`config.mk`:
```
export PLATFORM = sky130hd
export DESIGN_NAME = router_in_port_voq
export DESIGN_NICKNAME = d
export VERILOG_FILES = /design/src/rtl/router_pkg.sv /design/src/rtl/router_voq_fifo.sv /design/src/rtl/router_in_port_voq.sv
export SDC_FILE = /design/constraint.sdc
export NUM_CORES = 1
export LEC_CHECK = 0
export ABC_AREA = 1
export CAP_MARGIN = 5
export CORE_MARGIN = 2
export CORE_UTILIZATION = 35
export DETAILED_ROUTE_END_ITERATION = 10
export PLACE_DENSITY_LB_ADDON = 0.3
export SLEW_MARGIN = 20
export SYNTH_ARGS = -nofsm -noshare
export SYNTH_HDL_FRONTEND = slang
export SYNTH_SLANG_ARGS = --single-unit
```
`constraint.sdc`:
```
create_clock -name clk -period 6.2 [get_ports clk]
set_input_delay 1.86 -clock clk [delete_from_list [all_inputs] [get_ports clk]]
set_output_delay 1.86 -clock clk [all_outputs]
set_load 0.05 [all_outputs]
```
`src/rtl/router_pkg.sv`:
```
// Shared router types: cardinal directions, tile ids and the VOQ index mapping.
// Also provides the ASSERT macro used by router blocks (active only with ROUTER_ASSERT_ON).
package router_pkg;

    typedef enum logic [2:0] {
        NULL_CARDINAL = 3'd0,
        NORTH         = 3'd1,
        EAST          = 3'd2,
        SOUTH         = 3'd3,
        WEST          = 3'd4,
        LOCAL         = 3'd5
    } t_cardinal;

    typedef logic [7:0] t_tile_id;

    localparam int NUM_CARD = 5;

    // Index 7 marks "no VOQ"; callers treat it as an illegal tag.
    function automatic logic [2:0] card_to_voq_idx(input t_cardinal card);
        case (card)
            NORTH:   return 3'd0;
            EAST:    return 3'd1;
            SOUTH:   return 3'd2;
            WEST:    return 3'd3;
            LOCAL:   return 3'd4;
            default: return 3'd7;
        endcase
    endfunction

endpackage

`ifndef ASSERT
`ifdef ROUTER_ASSERT_ON
`define ASSERT(lbl, prop, msg) lbl: assert property (@(posedge clk) disable iff (rst) (prop)) else $error(msg);
`else
`define ASSERT(lbl, prop, msg)
`endif
`endif

```
`src/rtl/router_voq_fifo.sv`:
```
// Single synchronous FIFO for one virtual output queue.
// Push is refused while full and pop while empty, both judged on the registered count.
module router_voq_fifo #(
    parameter int DEPTH = 4,
    parameter int REQ_W = 64
) (
    input  logic                         clk,
    input  logic                         rst,
    input  logic                         push,
    input  logic [REQ_W-1:0]             push_data,
    input  logic                         pop,
    output logic                         full,
    output logic                         empty,
    output logic [$clog2(DEPTH):0]       count,
    output logic [REQ_W-1:0]             head
);

    localparam int PTR_W = $clog2(DEPTH);

    logic [REQ_W-1:0] mem [DEPTH];
    logic [PTR_W-1:0] wr_ptr_reg;
    logic [PTR_W-1:0] rd_ptr_reg;
    logic [PTR_W:0]   count_reg;
    logic             do_push;
    logic             do_pop;

    assign full    = (count_reg == (PTR_W+1)'(DEPTH));
    assign empty   = (count_reg == '0);
    assign count   = count_reg;
    assign do_push = push && !full;
    assign do_pop  = pop && !empty;

    always_ff @(posedge clk) begin
        if (rst) begin
            wr_ptr_reg <= '0;
            rd_ptr_reg <= '0;
            count_reg  <= '0;
        end else begin
            if (do_push) wr_ptr_reg <= wr_ptr_reg + PTR_W'(1);
            if (do_pop)  rd_ptr_reg <= rd_ptr_reg + PTR_W'(1);
            case ({do_push, do_pop})
                2'b10:   count_reg <= count_reg + (PTR_W+1)'(1);
                2'b01:   count_reg <= count_reg - (PTR_W+1)'(1);
                default: count_reg <= count_reg;
            endcase
        end
    end

    // Storage carries no reset; validity is tracked purely by count.
    always_ff @(posedge clk) begin
        if (do_push) mem[wr_ptr_reg] <= push_data;
    end

    // Head must be visible the cycle after the push, so the read is not pipelined.
    assign head = mem[rd_ptr_reg];

endmodule

```
`src/rtl/router_in_port_voq.sv`:
```
// One router input port: decodes the upstream next-cardinal tag, checks legality and
// steers each request into one of five VOQs whose heads feed the output arbiters.
module router_in_port_voq
    import router_pkg::*;
#(
    parameter t_cardinal INPUT_CARDINAL = NULL_CARDINAL,
    parameter int        DEPTH          = 4,
    parameter int        REQ_W          = 64
) (
    input  logic                               clk,
    input  logic                               rst,
    input  t_tile_id                           local_tile_id,
    input  logic                               in_req_valid,
    input  logic [REQ_W-1:0]                   in_req,
    input  t_cardinal                          in_req_next_card,
    output logic [NUM_CARD-1:0]                out_voq_full,
    output logic [NUM_CARD-1:0]                out_req_valid,
    output logic [NUM_CARD-1:0][REQ_W-1:0]     out_req,
    input  logic [NUM_CARD-1:0]                in_grant,
    output logic                               err_sticky
);

    localparam int CNT_W = $clog2(DEPTH) + 1;

    logic [2:0]          tag_idx;
    logic                tag_null;
    logic                tag_uturn;
    logic                tag_bad_tile;
    logic                tag_legal;
    logic                illegal_req;
    logic [NUM_CARD-1:0] push_vec;
    logic [NUM_CARD-1:0] push_full_err;
    logic [NUM_CARD-1:0] pop_empty_err;
    logic [NUM_CARD-1:0] voq_empty;
    logic                err_sticky_reg;
    logic                err_sticky_next;

    always_comb begin
        tag_idx      = card_to_voq_idx(in_req_next_card);
        tag_null     = (in_req_next_card == NULL_CARDINAL) || (tag_idx == 3'd7);
        tag_uturn    = (in_req_next_card == INPUT_CARDINAL) && (INPUT_CARDINAL != LOCAL);
        tag_bad_tile = (in_req_next_card == LOCAL) && (in_req[31:24] != local_tile_id);
        tag_legal    = !(tag_null || tag_uturn || tag_bad_tile);
        illegal_req  = in_req_valid && !tag_legal;
    end

    generate
        for (genvar gi = 0; gi < NUM_CARD; gi++) begin : g_voq
            logic [CNT_W-1:0] voq_count;

            assign push_vec[gi]      = in_req_valid && tag_legal && (tag_idx == 3'(gi));
            assign push_full_err[gi] = push_vec[gi] && out_voq_full[gi];
            assign pop_empty_err[gi] = in_grant[gi] && voq_empty[gi];
            assign out_req_valid[gi] = (voq_count != '0);

            router_voq_fifo #(
                .DEPTH (DEPTH),
                .REQ_W (REQ_W)
            ) u_fifo (
                .clk       (clk),
                .rst       (rst),
                .push      (push_vec[gi]),
                .push_data (in_req),
                .pop       (in_grant[gi]),
                .full      (out_voq_full[gi]),
                .empty     (voq_empty[gi]),
                .count     (voq_count),
                .head      (out_req[gi])
            );

            `ASSERT(a_push_full, !push_full_err[gi], "router_in_port_voq: push into full VOQ, entry dropped")
            `ASSERT(a_pop_empty, !pop_empty_err[gi], "router_in_port_voq: grant on empty VOQ")
        end
    endgenerate

    `ASSERT(a_tag_legal, !illegal_req, "router_in_port_voq: illegal next-cardinal tag (null, U-turn or foreign LOCAL)")

    always_comb begin
        err_sticky_next = err_sticky_reg;
        if (illegal_req || (|push_full_err) || (|pop_empty_err)) err_sticky_next = 1'b1;
    end

    always_ff @(posedge clk) begin
        if (rst) err_sticky_reg <= 1'b0;
        else     err_sticky_reg <= err_sticky_next;
    end

    assign err_sticky = err_sticky_reg;

endmodule

```
# Word level (Yosys, flattened, before mapping)
# Memory sizes are Yosys's and may differ from the RTL's. A register that Yosys moved wholly into a read port is not among the register bits.
# Index checks and enable logic that the tools add are counted.
# totals
register_bits	36
ramBits	1280
in_bits	83
out_inout_bits	331
n_memories	5
# memory_table
memory	words	word_bits	rd	rd_clocked_by_memory_dff	write_ports	line_no	source
g_voq[0].u_fifo.mem	4	64	1	1	1	router_voq_fifo.sv:20	logic [REQ_W-1:0] mem [DEPTH];
g_voq[1].u_fifo.mem	4	64	1	1	1	router_voq_fifo.sv:20	
g_voq[2].u_fifo.mem	4	64	1	1	1	router_voq_fifo.sv:20	
g_voq[3].u_fifo.mem	4	64	1	1	1	router_voq_fifo.sv:20	
g_voq[4].u_fifo.mem	4	64	1	1	1	router_voq_fifo.sv:20	
# op_classes
addsub	20
n_eq_ne	26
muxes	26
n_reduce_logical	63
# op_table
operator	count
case mux 3 bit (2 select lines)	5
logical AND 1 bit	28
== test 3 bit (second input constant)	9
logical NOT 3 bit	7
adder 2 x 1 -> 2 bit (second input constant)	10
two-way mux 2 bit	10
adder 3 x 1 -> 3 bit (second input constant)	5
case mux 3 bit (5 select lines)	1
nonzero test 3 bit	5
subtractor 3 x 1 -> 3 bit (second input constant)	5
== test 3 x 2 -> 1 bit (second input constant)	4
logical NOT 1 bit	11
== test 2 x 1 -> 1 bit (second input constant)	5
== test 2 bit (second input constant)	5
two-way mux 1 bit	10
nonzero test 2 bit	5
OR reduction 5 bit	2
inequality test 8 bit	1
== test 3 x 1 -> 1 bit (second input constant)	2
logical OR 1 bit	5

# Depth between registers and ports, before layout
# Gate-level depths: netlist of the first run.
# logic_depth
word_depth	13
ltp_mapped	16

# Hierarchy
# Synthesis of the first run repeated with hierarchy kept, for this count alone.
# hier_totals
cells_unflattened	3526
hier_area_um2	50284.5
# modules_own_cells
module	instances	cells_per_inst	area_per_inst_um2	seq_area_each_um2
router_voq_fifo	5	689	9979.6	7867.5
router_in_port_voq	1	81	386.6	20.0

# Worst setup path after synthesis of the first run
# OpenSTA, ideal clock, no wires.
# synth_timing
path_type	in2reg
start	input in_req_next_card[2]
end	memory g_voq[1].u_fifo.mem[0][0] (enable)
arrival_time_ns	5.111
required_ns	5.714
path_slack_ns	0.603
cell_stages	7
cell_sequence	inv_1 > nand3_1 > nor2_1 > inv_2 > nor2_1 > inv_2 > nor2_1
# synth_between
elab_chain_cells	12
# synth_lines
element	line_no	source
from (decl)	router_in_port_voq.sv:15	input t_cardinal in_req_next_card,
== test 3 bit (tied with other cells)	router_pkg.sv:20, router_in_port_voq.sv:42	
case mux 3 bit (5 select lines)	router_pkg.sv:20	case (card)
== test 3 bit	router_in_port_voq.sv:40	tag_null = (in_req_next_card == NULL_CARDINAL) || (tag_idx == 3'd7);
logical OR 1 bit	router_in_port_voq.sv:40	
logical OR 1 bit (2 in a row)	router_in_port_voq.sv:43	tag_legal = !(tag_null || tag_uturn || tag_bad_tile);
logical NOT 1 bit	router_in_port_voq.sv:43	
logical AND 1 bit	router_in_port_voq.sv:51	assign push_vec[gi] = in_req_valid && tag_legal && (tag_idx == 3'(gi));
logical AND 1 bit *	router_in_port_voq.sv:51	
logical AND 1 bit *	router_voq_fifo.sv:30	assign do_push = push && !full;
two-way mux 1 bit *	router_voq_fifo.sv:51	if (do_push) mem[wr_ptr_reg] <= push_data;
two-way mux 1 bit (not written as such) *	router_voq_fifo.sv:51	
to (decl)	router_voq_fifo.sv:20	
# Every way passes the cells marked *; elsewhere a longest branch is shown, timed or not.

==> results of run 1 <==
==> final cells by class <==
type,count,share of cell area
timing repair buffer,490,0.0799
tap,1890,0.0390
antenna,3,0.000124
inverter,103,0.00685
sequential,1326,0.650
clock buffer,177,0.0613
multi-input combinational,1823,0.150
clock inverter,71,0.0134
==> power by group <==
| part | switching (mW) | internal (mW) |
|---|---|---|
| sequential | 0.0566 | 9.89 |
| combinational | 1.97 | 0.715 |
| clock | 3.54 | 4.72 |
==> path summary, 6_finish.rpt <==
kind | start | end
worst min register to register | g_voq[1].u_fifo.rd_ptr_reg[1] | flip-flop
worst min-delay path | g_voq[1].u_fifo.rd_ptr_reg[1] | flip-flop
worst max register to register | g_voq[1].u_fifo.count[1] | g_voq[1].u_fifo.mem[1][39]
worst max-delay path | flip-flop | out_req[265]
==> cell usage after synthesis <==
master                        n  share of area
sky130_fd_sc_hd__edfxtp_1  1280           0.77
sky130_fd_sc_hd__nor2_1     686          0.052
sky130_fd_sc_hd__o21ai_0    591          0.060
sky130_fd_sc_hd__o22ai_1    321          0.040
sky130_fd_sc_hd__clkbuf_1   113         0.0085
sky130_fd_sc_hd__o21ai_1     87         0.0088
sky130_fd_sc_hd__buf_2       85         0.0086
sky130_fd_sc_hd__inv_1       83         0.0063
sky130_fd_sc_hd__dfxtp_1     46          0.019
sky130_fd_sc_hd__a21oi_1     45         0.0045
sky130_fd_sc_hd__nand2_1     37         0.0028
sky130_fd_sc_hd__ha_1        25         0.0063
sky130_fd_sc_hd__inv_2       20         0.0015
sky130_fd_sc_hd__clkbuf_2    10         0.0010
sky130_fd_sc_hd__nand3_1      7        0.00071
sky130_fd_sc_hd__nor2_2       7        0.00088
sky130_fd_sc_hd__buf_4        5        0.00076
sky130_fd_sc_hd__fa_1         5         0.0020
sky130_fd_sc_hd__nand4_1      2        0.00025
sky130_fd_sc_hd__nor3_2       2        0.00040
sky130_fd_sc_hd__nor4_1       2        0.00025
sky130_fd_sc_hd__a22oi_1      1        0.00015
sky130_fd_sc_hd__nand4_2      1        0.00025
sky130_fd_sc_hd__nor2_4       1        0.00023
sky130_fd_sc_hd__nor3_1       1        0.00010
sky130_fd_sc_hd__nor3_4       1        0.00033
sky130_fd_sc_hd__xnor2_1      1        0.00018
==> cell families (layout without fill, tap and decap cells) <==
family                   after synthesis  count (layout)  synth area share
flip-flops                          1326            1326             0.793
AO/OA/AOI/OAI                       1045            1045             0.114
AND/OR/NAND/NOR                      747             747            0.0581
buffers and inverters                316             841            0.0267
adder cells (fa/ha/maj)               30              30           0.00832
XOR/XNOR                               1               1          0.000177
other                                  0               3                 0
==> stage by stage <==
stage               hold slack, ps  instance area [µm²]
floorplan                      436                49600
global route                   496                60600
finish                         457                60600
global placement               444                56100
detailed placement             448                56100
CTS                            459                60600
==> worst reg2reg max path: cells and delay by family (launching register included) <==
kind,cells,cell delay [ps]
flops,1,360
buf+inv,3,700
simple gates,4,1000
==> routing by layer <==
layer	vias up	track usage	part of all wire
met2	1069	0.311	0.47
met3	185	0.0411	0.070
met4	6	0.0550	0.023
met1	15506	0.279	0.44
li1	13794	-	-
met5	-	0	0.00028
==> metrics.txt, run 1 <==
# TYPE chip_impl_metric gauge
chip_impl_info{name="run_status",value="complete, no violations"} 1
chip_impl_metric{name="detail_route.wirelength",unit="mm"} 147
chip_impl_metric{name="syn2layout_area_growth",unit="%"} 22.2
chip_impl_metric{name="grt_antenna_before_repair",unit=""} 9
chip_impl_metric{name="grt_first_pass_wirelength",unit="mm"} 208
chip_impl_metric{name="synth_seq_area_share",unit=""} 0.793
chip_impl_metric{name="layout-drive-gt1-share",unit=""} 0.0842
chip_impl_info{name="setup.worst_path.end_class",value="output pin"} 1
chip_impl_metric{name="post_synth_num_cell_types",unit=""} 27
chip_impl_metric{name="critPathMaxFanout",unit=""} 59
chip_impl_metric{name="fill_cells",unit=""} 12672
chip_impl_metric{name="syn-cell-area",unit="mm²"} 0.0496
chip_impl_metric{name="detail_route.vias_per_cell",unit=""} 5.19
chip_impl_metric{name="ys_seq_elements",unit=""} 1326
chip_impl_metric{name="worst-endpoint-required",unit="ps"} 4340
chip_impl_metric{name="layout.core_utilization",unit=""} 0.430
chip_impl_metric{name="instances_no_fill",unit=""} 5883
chip_impl_metric{name="largest_reg_flops",unit=""} 1280
chip_impl_metric{name="overflow",unit=""} 0
chip_impl_metric{name="syn_avg_cell_area",unit="µm²"} 14.3
chip_impl_metric{name="drc",unit=""} 0
chip_impl_metric{name="post-place-ws",unit="ps"} 947
chip_impl_metric{name="cts-root-to-sink-buffers",unit=""} 3
chip_impl_metric{name="setup_violations",unit=""} 0
chip_impl_metric{name="min_path_cells",unit=""} 2
chip_impl_metric{name="worst_skew_pair.late_latency",unit="ps"} 790
chip_impl_metric{name="initialDrtViolationCount",unit=""} 2959
chip_impl_metric{name="finalWorstPathRequiredPeriod",unit="ps"} 5620
chip_impl_metric{name="initial_core_util",unit=""} 0.352
chip_impl_metric{name="post-route-period-util",unit=""} 0.907
chip_impl_metric{name="cts.reportedPaths.clkPinSlew",unit="ps"} 60
chip_impl_metric{name="leakagePower",unit="nW"} 19.7
chip_impl_metric{name="fin_tns_setup",unit="ps"} 0
chip_impl_metric{name="relSlewSlack",unit=""} 0.323
chip_impl_metric{name="fp.coreArea",unit="mm²"} 0.141
chip_impl_metric{name="final.setup.worst_slack",unit="ps"} 576
chip_impl_metric{name="p_total",unit="mW"} 20.9
chip_impl_metric{name="cp.depth",unit=""} 5
chip_impl_metric{name="synth_warnings",unit=""} 0
chip_impl_metric{name="grt_start_max_net_pins",unit=""} 84
chip_impl_metric{name="postRouteAntennaNets",unit=""} 0
chip_impl_metric{name="irDropWorstVdd",unit="V"} 0.000218
chip_impl_metric{name="clock-skew-final",unit="ps"} 39.7
chip_impl_metric{name="cp.arrival",unit="ps"} 3760
chip_impl_metric{name="timing.critical_path.slowest_cell_delay",unit="ps"} 1030
chip_impl_metric{name="report.final.hold_viol_count",unit=""} 0
chip_impl_metric{name="die_x",unit="µm"} 381
chip_impl_info{name="unrepaired_setup_endpoints_after_global_routing",value="no"} 1
chip_impl_info{name="mostFrequentLayoutCell",value="sky130_fd_sc_hd__edfxtp_1"} 1
chip_impl_metric{name="dieArea",unit="mm²"} 0.145
chip_impl_metric{name="multiInputGateArea",unit="mm²"} 0.00908
chip_impl_metric{name="power.density_cell_area",unit="mW/mm²"} 345
chip_impl_metric{name="buffer_ports.inserted",unit=""} 413
chip_impl_metric{name="dp.final_hpwl",unit="mm"} 89.8
chip_impl_info{name="worstSetupStartpointType",value="flip-flop"} 1
chip_impl_metric{name="die_y",unit="µm"} 381
chip_impl_metric{name="regToRegSetupSlack",unit="ps"} 3790
chip_impl_info{name="worst_path_dominant_cell_family",value="buffers and inverters"} 1
chip_impl_info{name="crit_chain",value="inv_6, buf_4, nor2_1, o22ai_1, clkdlybuf4s50_1"} 1
chip_impl_metric{name="post-cts-setup-buffer-count",unit=""} 0
chip_impl_metric{name="fmax",unit="MHz"} 178
chip_impl_metric{name="global_routing_usage_summed_across_all_routing_layers",unit=""} 0.198
chip_impl_info{name="layout.cells.most_common_list",value="sky130_fd_sc_hd__edfxtp_1 (1280), sky130_fd_sc_hd__nor2_1 (670), sky130_fd_sc_hd__o21ai_0 (591)"} 1
chip_impl_metric{name="worstMarginPinSlew",unit="ps"} 1010
chip_impl_metric{name="wl_per_cell",unit="µm"} 24.9
chip_impl_metric{name="clock_tree.htree_level_count",unit=""} 4
chip_impl_metric{name="routabilityCongestion",unit=""} 0.751
chip_impl_metric{name="cts_buffers",unit=""} 142
chip_impl_metric{name="vias",unit=""} 30560
chip_impl_metric{name="rows",unit=""} 138
chip_impl_metric{name="post_synth_inst_count",unit=""} 3465
chip_impl_metric{name="first_global_vias",unit=""} 28711
chip_impl_metric{name="r2r_cells",unit=""} 7
chip_impl_metric{name="numClockSinks",unit=""} 1326
chip_impl_info{name="cts-root-buf",value="sky130_fd_sc_hd__clkbuf_16"} 1
chip_impl_metric{name="maxCapViolCount",unit=""} 0
chip_impl_metric{name="postCtsResizedCells",unit=""} 0
chip_impl_info{name="min_delay_path_class",value="reg2reg"} 1
chip_impl_metric{name="ioPinCount",unit=""} 414
chip_impl_metric{name="drtPass1Iterations",unit=""} 5
chip_impl_metric{name="seqCellArea",unit="mm²"} 0.0394
chip_impl_metric{name="cts_hold_buffers",unit=""} 0
chip_impl_metric{name="finish.net_count",unit=""} 3999
chip_impl_info{name="path_class",value="reg2out"} 1
chip_impl_info{name="cp_slowest_cell",value="sky130_fd_sc_hd__clkdlybuf4s50_1"} 1
chip_impl_metric{name="post_synthesis_net_count",unit=""} 3578
chip_impl_metric{name="timing_max_transition_violations_final",unit=""} 0
chip_impl_info{name="tritoncts_clock_tree",value="built"} 1
chip_impl_metric{name="numPlacedInstances",unit=""} 5632
chip_impl_metric{name="cp_bufs_invs",unit=""} 3
Power figures use the tool's default switching activity.
==> run 2: changes to the inputs <==
--- a/config.mk
+++ b/config.mk
@@ -11,4 +11,5 @@
 export CORE_UTILIZATION = 35
 export DETAILED_ROUTE_END_ITERATION = 10
+export GPL_TIMING_DRIVEN = 0
 export PLACE_DENSITY_LB_ADDON = 0.3
 export SLEW_MARGIN = 20
==> constraint.sdc (replaced) <==
create_clock -name clk -period 6.2 [get_ports clk]
set_input_delay 0.62 -clock clk [delete_from_list [all_inputs] [get_ports clk]]
set_output_delay 0.62 -clock clk [all_outputs]
set_load 0.05 [all_outputs]
==> metrics.txt, run 2 (same netlist as run 1, synthesis figures left out) <==
# TYPE chip_impl_metric gauge
chip_impl_info{name="mostFrequentLayoutCell",value="sky130_fd_sc_hd__edfxtp_1"} 1
chip_impl_metric{name="switching_share",unit=""} 0.267
chip_impl_metric{name="post-cts-setup-buffer-count",unit=""} 0
chip_impl_info{name="crit_chain",value="buf_2, inv_2, buf_2, buf_2, o21ai_0, o22ai_1, clkdlybuf4s50_1"} 1
chip_impl_metric{name="finish.net_count",unit=""} 4198
chip_impl_metric{name="dp.final_hpwl",unit="mm"} 107
chip_impl_metric{name="wl_per_cell",unit="µm"} 25.7
chip_impl_metric{name="largest_reg_flops",unit=""} 1280
chip_impl_info{name="critPathMostFrequentCell",value="sky130_fd_sc_hd__buf_2"} 1
chip_impl_info{name="cp_slowest_cell",value="sky130_fd_sc_hd__clkdlybuf4s50_1"} 1
chip_impl_info{name="unrepaired_setup_endpoints_after_global_routing",value="no"} 1
chip_impl_metric{name="p_total",unit="mW"} 21.5
chip_impl_metric{name="die_x",unit="µm"} 381
chip_impl_info{name="cts-root-buf",value="sky130_fd_sc_hd__clkbuf_16"} 1
chip_impl_metric{name="initialDrtViolationCount",unit=""} 3017
chip_impl_info{name="path_class",value="reg2out"} 1
chip_impl_metric{name="timing.critical_path.slowest_cell_delay",unit="ps"} 930
chip_impl_metric{name="cts_hold_buffers",unit=""} 0
chip_impl_info{name="layout.cells.most_common_list",value="sky130_fd_sc_hd__edfxtp_1 (1280), sky130_fd_sc_hd__nor2_1 (670), sky130_fd_sc_hd__o21ai_0 (591)"} 1
chip_impl_metric{name="die_y",unit="µm"} 381
chip_impl_metric{name="worst-endpoint-required",unit="ps"} 5580
chip_impl_metric{name="irDropWorstVdd",unit="V"} 0.000215
chip_impl_metric{name="detail_route.wirelength",unit="mm"} 157
chip_impl_info{name="whs_endpoint",value="g_voq[1].u_fifo.mem[0][30]"} 1
chip_impl_metric{name="leakagePower",unit="nW"} 20.4
chip_impl_metric{name="post-route-period-util",unit=""} 0.768
chip_impl_metric{name="cp.depth",unit=""} 7
chip_impl_metric{name="cp_bufs_invs",unit=""} 5
chip_impl_metric{name="report.final.hold_viol_count",unit=""} 0
chip_impl_metric{name="syn2layout_area_growth",unit="%"} 25.7
chip_impl_metric{name="maxCapViolCount",unit=""} 0
chip_impl_info{name="crit-reg2reg-launch",value="g_voq[2].u_fifo.count[2]"} 1
chip_impl_metric{name="critPathMaxFanout",unit=""} 10
chip_impl_info{name="worst_r2r_dst",value="g_voq[2].u_fifo.mem[3][45]"} 1
chip_impl_metric{name="drtPass1Iterations",unit=""} 7
chip_impl_metric{name="routabilityCongestion",unit=""} 0.796
chip_impl_metric{name="clock_tree.htree_level_count",unit=""} 4
chip_impl_info{name="tritoncts_clock_tree",value="built"} 1
chip_impl_metric{name="finalWorstPathRequiredPeriod",unit="ps"} 4760
chip_impl_metric{name="grt_first_pass_wirelength",unit="mm"} 219
chip_impl_metric{name="grt_start_max_net_pins",unit=""} 23
chip_impl_info{name="timing.hold.worst.start",value="in_req[30]"} 1
chip_impl_metric{name="worst_skew_pair.late_latency",unit="ps"} 780
chip_impl_metric{name="fmax",unit="MHz"} 210
chip_impl_metric{name="dieArea",unit="mm²"} 0.145
chip_impl_info{name="worst_path_dominant_cell_family",value="buffers and inverters"} 1
chip_impl_metric{name="fill_cells",unit=""} 12652
chip_impl_metric{name="fp.coreArea",unit="mm²"} 0.141
chip_impl_metric{name="clock_power_share",unit=""} 0.403
chip_impl_metric{name="layout-drive-gt1-share",unit=""} 0.101
chip_impl_metric{name="cts-root-to-sink-buffers",unit=""} 3
chip_impl_metric{name="initial_core_util",unit=""} 0.352
chip_impl_metric{name="r2r_cells",unit=""} 7
chip_impl_metric{name="p_int",unit="mW"} 15.7
chip_impl_metric{name="timing_max_transition_violations_final",unit=""} 0
chip_impl_metric{name="global_routing_usage_summed_across_all_routing_layers",unit=""} 0.212
chip_impl_metric{name="rows",unit=""} 138
chip_impl_metric{name="min_path_cells",unit=""} 1
chip_impl_info{name="worstSetupStartpointType",value="flip-flop"} 1
chip_impl_metric{name="overflow",unit=""} 0
chip_impl_metric{name="ioPinCount",unit=""} 414
chip_impl_metric{name="grt_antenna_before_repair",unit=""} 11
chip_impl_metric{name="numClockSinks",unit=""} 1326
chip_impl_metric{name="vias",unit=""} 31513
chip_impl_metric{name="postRouteAntennaNets",unit=""} 0
chip_impl_metric{name="drc",unit=""} 0
chip_impl_metric{name="switching_power",unit="mW"} 5.74
chip_impl_metric{name="regToRegSetupSlack",unit="ps"} 3820
chip_impl_info{name="run_status",value="complete, no violations"} 1
chip_impl_metric{name="relSlewSlack",unit=""} 0.272
chip_impl_metric{name="first_global_vias",unit=""} 30151
chip_impl_info{name="min_delay_path_class",value="in2reg"} 1
chip_impl_metric{name="setup_violations",unit=""} 0
chip_impl_metric{name="buffer_ports.inserted",unit=""} 413
chip_impl_metric{name="fin_tns_setup",unit="ps"} 0
chip_impl_metric{name="clock-skew-final",unit="ps"} 25.4
chip_impl_metric{name="power.share.combinational",unit=""} 0.136
chip_impl_metric{name="cp.arrival",unit="ps"} 4140
chip_impl_metric{name="power.sequential.fraction",unit=""} 0.462
chip_impl_metric{name="postCtsResizedCells",unit=""} 0
chip_impl_info{name="setup.worst_path.end_class",value="output pin"} 1
chip_impl_metric{name="power.density_cell_area",unit="mW/mm²"} 345
chip_impl_metric{name="cts_buffers",unit=""} 144
chip_impl_metric{name="detail_route.vias_per_cell",unit=""} 5.17
chip_impl_metric{name="cts.reportedPaths.clkPinSlew",unit="ps"} 60
chip_impl_metric{name="worstMarginPinSlew",unit="ps"} 1090
-- run 2: cell count changes in the layout (fill, tap and decap cells not counted), moves of 12 or more --
| cell | previous run | this run |
|---|---|---|
| sky130_fd_sc_hd__buf_4 | 67 | 5 |
| sky130_fd_sc_hd__buf_16 | 0 | 19 |
| sky130_fd_sc_hd__buf_2 | 2 | 91 |
| sky130_fd_sc_hd__buf_12 | 12 | 42 |
| sky130_fd_sc_hd__clkinv_1 | 18 | 30 |
| sky130_fd_sc_hd__clkbuf_1 | 33 | 138 |
-- run 2: per-stage QoR --
step	utilization	area [µm²]	cells	hold WS, ps	setup WS, ps
4_1_cts	0.442	62400	6095	360	1350
2_1_floorplan	-	49600	3465	436	1840
5_1_grt	0.442	62400	6095	370	1370
3_3_place_gp	0.398	56100	5768	449	-1990
3_5_place_dp	0.408	57600	5829	458	1640
6_report	0.442	62400	6100	402	1440
-- run 2: how the worst max path moves through the flow --
stage	to	from
floorplan	g_voq[1].u_fifo.mem[0][0]	in_req_next_card[2]
global placement	g_voq[2].u_fifo.mem[0][38]	in_req_valid
detailed placement	g_voq[4].u_fifo.mem[0][45]	in_req[24]
CTS	out_req[304]	flip-flop
global route	out_req[304]	flip-flop
finish	out_req[304]	flip-flop
-- run 2: area by class of cell --
class,count,area [µm²],area share
Inverter,103,387,0.00620
Clock buffer,177,3850,0.0618
Timing Repair Buffer,474,5470,0.0877
Buffer,213,937,0.0150
Sequential cell,1326,39400,0.631
Tap cell,1890,2360,0.0379
Multi-Input combinational cell,1823,9080,0.146
Antenna cell,5,12.5,0.000201
Clock inverter,89,911,0.0146
-- run 2: worst register-to-register path, stage by stage (launching register included) --
cell,delay [ps]
sky130_fd_sc_hd__dfxtp_1,290
sky130_fd_sc_hd__inv_1,110
sky130_fd_sc_hd__nor3_2,80
sky130_fd_sc_hd__nor2_1,320
sky130_fd_sc_hd__inv_2,220
sky130_fd_sc_hd__nor2_4,550
sky130_fd_sc_hd__buf_16,250
sky130_fd_sc_hd__buf_12,230
-- run 2: power by group through the flow --
stage	logic, mW	registers (mW)	clock network, mW
global placement	2.90	10.1	0
global route	3.06	9.92	9.14
finish	2.92	9.92	8.65
CTS	2.95	9.92	8.81
floorplan	1.62	10.1	0
detailed placement	2.94	10.1	0
-- run 2: layer usage --
layer / track usage / vias to the layer above / part of all wire
li1: - / 14245 / -
met1: 0.285 / 15893 / 0.42
met3: 0.0454 / 196 / 0.081
met2: 0.343 / 1179 / 0.48
met4: 0.0667 / 0 / 0.027
met5: 0 / - / 0
